`src/rtl/div8_pkg.sv`:
```
// Shared types and constants for the serial Q0.W fractional divider.
// DIV8_ROUND_EN adds a guard iteration so the result is rounded half-up.
package div8_pkg;

    typedef enum logic [0:0] {
        IDLE = 1'b0,
        CALC = 1'b1
    } div8_state_t;

    localparam int DIV_W = 8;

`ifdef DIV8_ROUND_EN
    localparam bit DIV_ROUND_EN = 1'b1;
`else
    localparam bit DIV_ROUND_EN = 1'b0;
`endif

    // Number of restoring iterations for a quotient of width w.
    function automatic int div_iters(input int w);
        return DIV_ROUND_EN ? w + 1 : w;
    endfunction

    localparam int DIV_N = div_iters(DIV_W);

endpackage

```
`src/rtl/div8_step.sv`:
```
// One combinational restoring-division iteration: shift the remainder left,
// trial-subtract the divisor and emit the resulting quotient bit.
module div8_step
    import div8_pkg::*;
#(
    parameter int W = DIV_W
) (
    input  logic [W:0]   r_i,
    input  logic [W-1:0] b_i,
    output logic [W:0]   r_o,
    output logic         q_o
);

    logic [W+1:0] t;
    logic [W:0]   diff;

    assign t    = {r_i, 1'b0};
    assign q_o  = (t >= {2'b00, b_i});
    // Only evaluated when t >= b and, for valid operands, t fits in W+1 bits.
    assign diff = t[W:0] - {1'b0, b_i};
    assign r_o  = q_o ? diff : t[W:0];

endmodule

```
`src/rtl/div8_serial.sv`:
```
// Sequential unsigned fractional divider q = floor(a*2^W/b), one bit per clock.
// Define DIV8_ROUND_EN for a round-half-up result with one extra cycle of latency.
module div8_serial
    import div8_pkg::*;
#(
    parameter int W = DIV_W
) (
    input  logic         clk,
    input  logic         rst,
    input  logic         start_i,
    input  logic [W-1:0] a_i,
    input  logic [W-1:0] b_i,
    output logic         busy_o,
    output logic         done_o,
    output logic [W-1:0] q_o,
    output logic         ovf_o
);

    localparam int N  = div_iters(W);
    localparam int CW = $clog2(W + 2);

    div8_state_t  state_q, state_d;
    logic [CW-1:0] cnt_q, cnt_d;
    logic [W:0]   r_q, r_d, r_step;
    logic [W-1:0] b_q, b_d;
    logic [N-1:0] qs_q, qs_d, qs_shift;
    logic         ovf_flag_q, ovf_flag_d;
    logic [W-1:0] q_q, q_d;
    logic         ovf_q, ovf_d;
    logic         done_q, done_d;
    logic         q_bit;
    logic [W-1:0] q_res;

    div8_step #(.W(W)) u_step (
        .r_i (r_q),
        .b_i (b_q),
        .r_o (r_step),
        .q_o (q_bit)
    );

    assign qs_shift = {qs_q[N-2:0], q_bit};

`ifdef DIV8_ROUND_EN
    logic [W:0] q_rnd;
    // Last bit is the guard bit; a carry out of the add saturates.
    assign q_rnd = {1'b0, qs_shift[W:1]} + {{W{1'b0}}, qs_shift[0]};
    assign q_res = q_rnd[W] ? '1 : q_rnd[W-1:0];
`else
    assign q_res = qs_shift[W-1:0];
`endif

    always_comb begin
        state_d    = state_q;
        cnt_d      = cnt_q;
        r_d        = r_q;
        b_d        = b_q;
        qs_d       = qs_q;
        ovf_flag_d = ovf_flag_q;
        q_d        = q_q;
        ovf_d      = ovf_q;
        done_d     = 1'b0;
        case (state_q)
            IDLE: begin
                if (start_i) begin
                    state_d    = CALC;
                    cnt_d      = '0;
                    r_d        = {1'b0, a_i};
                    b_d        = b_i;
                    qs_d       = '0;
                    ovf_flag_d = (a_i >= b_i);
                end
            end
            CALC: begin
                r_d   = r_step;
                qs_d  = qs_shift;
                cnt_d = cnt_q + 1'b1;
                if (cnt_q == CW'(N - 1)) begin
                    state_d = IDLE;
                    done_d  = 1'b1;
                    q_d     = ovf_flag_q ? '1 : q_res;
                    ovf_d   = ovf_flag_q;
                end
            end
            default: state_d = IDLE;
        endcase
    end

    always_ff @(posedge clk or posedge rst) begin
        if (rst) begin
            state_q    <= IDLE;
            cnt_q      <= '0;
            r_q        <= '0;
            b_q        <= '0;
            qs_q       <= '0;
            ovf_flag_q <= 1'b0;
            q_q        <= '0;
            ovf_q      <= 1'b0;
            done_q     <= 1'b0;
        end else begin
            state_q    <= state_d;
            cnt_q      <= cnt_d;
            r_q        <= r_d;
            b_q        <= b_d;
            qs_q       <= qs_d;
            ovf_flag_q <= ovf_flag_d;
            q_q        <= q_d;
            ovf_q      <= ovf_d;
            done_q     <= done_d;
        end
    end

    assign busy_o = (state_q == CALC);
    assign done_o = done_q;
    assign q_o    = q_q;
    assign ovf_o  = ovf_q;

endmodule

```
`config.mk`:
```
export PLATFORM = sky130hd
export DESIGN_NAME = div8_serial
export DESIGN_NICKNAME = d
export VERILOG_FILES = /design/src/rtl/div8_pkg.sv /design/src/rtl/div8_step.sv /design/src/rtl/div8_serial.sv
export SDC_FILE = /design/constraint.sdc
export NUM_CORES = 1
export LEC_CHECK = 0
export BUFFER_PORTS_ARGS = -buffer_cell sky130_fd_sc_hd__buf_2
export CORE_MARGIN = 4
export CORE_UTILIZATION = 36
export DETAILED_ROUTE_END_ITERATION = 10
export GPL_TIMING_DRIVEN = 0
export SYNTH_ARGS = -nofsm -noshare
export SYNTH_HDL_FRONTEND = slang
export SYNTH_SLANG_ARGS = --single-unit
```
`constraint.sdc`:
```
create_clock -name clk -period 6.2 [get_ports clk]
set_input_delay 0.31 -clock clk [delete_from_list [all_inputs] [get_ports clk]]
set_output_delay 0.31 -clock clk [all_outputs]
set_load 0.05 [all_outputs]
```
==> impl_results.md <==
* Part of the power in the clock network at 13.1%
* Number of diodes at 0
* Clk_skew at around 0.012 ns
* Clock transition at path regs at 0.09 ns
* WS Path Type: flop to flop
* RD Place Congestion at 0.771
* P per Cell Area at 645 nW/um^2
* Post-cts gate resize count at 0
* Switching part of the total power at 46.7%
* Unrepaired setup endpoints after global routing: false
* Main synth FF type: dfrtp_1
* LEAKAGE at roughly 1.3 nW
* Crit path max fanout at 5
* Gate power share at 59.0%
* Top cells by area, synth: dfrtp_1 43%, ha_1 9.1%, nand2_1 7.0%, o21ai_0 6.2%, inv_1 3.7%
* Placed Area at 2580 sq um
* Setup slack, reg-to-reg at between 3 and 4 ns
* Warnings from Yosys at 0
* 1st-pass router iterations at 4
* Root buffer selected by CTS: clkbuf_8
* Final ANT Viol Nets at 0
* Buffers on Ports at 28
* Worst setup margin at 3.86 ns
* Share of cells above drive strength 1 at 17.7%
* Syn nets at ~300
* First DRT Iteration DRCs at 84
* Post-synth cell types at 52
* Async SR Flop Fraction at 100%
* Vias/cell at between 5 and 6
* Pint at between 0.9 and 1 mW
* CTS tree: yes
* Least-Margin Pin Slew at about 0.84 ns
* Number of global-route vias before repair at 1,877
* NumNets Final at 329
* Die X at 88.7 um
* IO Pins at 30
* H-tree depth at 2
* Die Y at roughly 89 um
* R2r worst-path depth at 6
* Final Instance Area at 2700 sq um
* # hold bufs at CTS at 0
* Crit path to: r_q[5]
* First-pass GRT wire length at 9.12 mm
* Worst path required time at 6.37 ns
* Core Footprint at 6350 sq um
* Syn Area/Cell at a little over 9 sq um
* GRT Overall Usage at between 10% and 20%
* Initial antenna violation count at 0
* Syn Inst Count at between 200 and 300
* CP startpoint: r_q[3]
* Synthesized cell area at ~2300 sq um
* Gr ovfl total at 0
* Utilization after layout at 42.4%
* Final min period at 2.34 ns
* Max transition margin at around 44%
* Clock sinks at 40
* Synth-to-Final Area Change at 15.0%
* Share of the synthesized area in the top cell type at 42.7%
* Metal-1 WL at about 2.6 mm
* Routed vias at between 1,500 and 2,000
* Max IR drop VDD at 0.288 mV
* Most frequent cells in the layout: 44 x nand2_1, 40 x dfrtp_1, 30 x buf_2
* Max-cap violations at 0
* Initial core utilization at 36.9%
* DIE AREA at 7860 sq um
* CTS buffer count at 5
* Setup tns final at 0 ns
* NetSw at ~0.81 mW
* Status: finished clean
* Leading area contributor after synthesis: dfrtp_1
* Worst setup EP type: flop
* Worst Setup Start Kind: flop
* Max Slew Vio Count at 0
* Sequential fraction of the synthesis area at between 40% and 50%
* Final Hold Fails at 0
* Pre-CTS WS at 3.88 ns
* Hold Crit Class: input pin to async pin
* Flop pwr share at 27.9%
* Post-synth EDFFs at 0
* Clk_lat worst skew at 0.31 ns
* Total wire length at 5.44 mm
* Post-DP HPWL at 4.11 mm
* Metal2 WL at ~2.5 mm
* Period utilisation layout at 37.7%
* Largest net degree at the start of global routing at 41
* Worst Path Arrival at ~2.5 ns
* Final setup violating endpoints at 0
* # DRC at 0
* Postcts setup bufs at 0
* Row count at 29
* Commonest non-fill, non-tap cell in the layout: nand2_1
* CTS Buffer Depth at 2
* Max layer used: met4
* Met3 WL post-DR at 248 um
* Synthesized flop and latch total at 40
* Routed len/inst at 14.7 um
* Max Fclk at 0.428 GHz
* R2r startpoint: r_q[3]
* Fin Hold WS at 0.166 ns
* R2R Path End: r_q[5]
==> worst max-delay path, stage by stage, from the launching register on <==
cell and delay (ns):
dfrtp_1 0.42, ha_1 0.37, a21oi_1 0.30, nand2_1 0.13
or3_1 0.37, a2111oi_0 0.52, a311oi_1 0.09
==> state kept, by name, indices dropped and copies added (netlist names) <==
name,flops
ovf_o,1
q_o,8
cnt_q,4
b_q,8
done_o,1
qs_q,7
r_q,9
busy_o,1
ovf_flag_q,1
==> layout make-up <==
class	instances	area (sq um)
Fill cell	642	3650
Multi-Input combinational cell	184	1220
Sequential cell	40	1000
Timing Repair Buffer	28	140
Tap cell	77	96.3
Inverter	24	90.1
Clock buffer	5	68.8
Clock inverter	3	46.3
Buffer	9	36.3
==> power groups by stage <==
stage | clock (mW) | combinational, mW | sequential [mW]
2_1_floorplan | 0 | 0.697 | 0.584
6_report | 0.228 | 1.02 | 0.485
3_5_place_dp | 0 | 1.03 | 0.489
4_1_cts | 0.232 | 1.03 | 0.485
3_3_place_gp | 0 | 1.01 | 0.487
5_1_grt | 0.244 | 1.16 | 0.504
==> per-stage QoR <==
step | total power [mW] | cells
after floorplan | 1.28 | 257
after global placement | 1.50 | 362
after detailed placement | 1.52 | 362
after CTS | 1.75 | 370
after global routing | 1.90 | 370
final | 1.74 | 370
==> how the worst min path moves through the flow <==
stage              end    from  depth (start not counted)  slack (ns)
2_1_floorplan   b_q[0]  b_i[0]                          2        0.43
3_3_place_gp    q_o[1]  q_o[1]                          2        0.45
3_5_place_dp    q_o[1]  q_o[1]                          2        0.45
4_1_cts        qs_q[4]     rst                          2        0.20
5_1_grt         b_q[5]  b_i[5]                          3        0.24
6_report       qs_q[4]     rst                          2        0.17
==> synth_stat cells (2+ instances only) <==
master	count
clkbuf_1	7
nand2_1	44
nor3b_1	3
nand4_1	2
a31oi_1	2
nand3_1	6
nor2_1	15
o22ai_1	2
a2111oi_0	3
a221oi_1	2
nor4_1	3
o21ai_0	29
nor3_1	3
xor2_1	3
a211oi_1	6
a311o_1	2
xnor2_1	2
buf_2	2
nor2b_1	4
mux2i_1	4
ha_1	17
a21oi_1	5
dfrtp_1	40
inv_1	23
==> routing by layer <==
layer	track usage, %	up-vias
met3	2.79	7
met2	23.8	41
li1	-	969
met5	0	-
met4	4.12	0
met1	21.3	899
==> logic make-up (layout without fill, tap and decap cells) <==
logic type	count (synthesis)	count (layout)	share of synthesized area, %
xor gates and xnor gates	5	5	1.87
muxes	5	5	2.19
adders and majority gates	18	18	9.93
and+or+nand+nor	90	90	19.1
buffers and inverters	33	69	5.39
DFF	40	40	42.7
AOI/OAI and AO/OA	66	66	18.8
No activity file was read; power rests on OpenSTA's default activity.
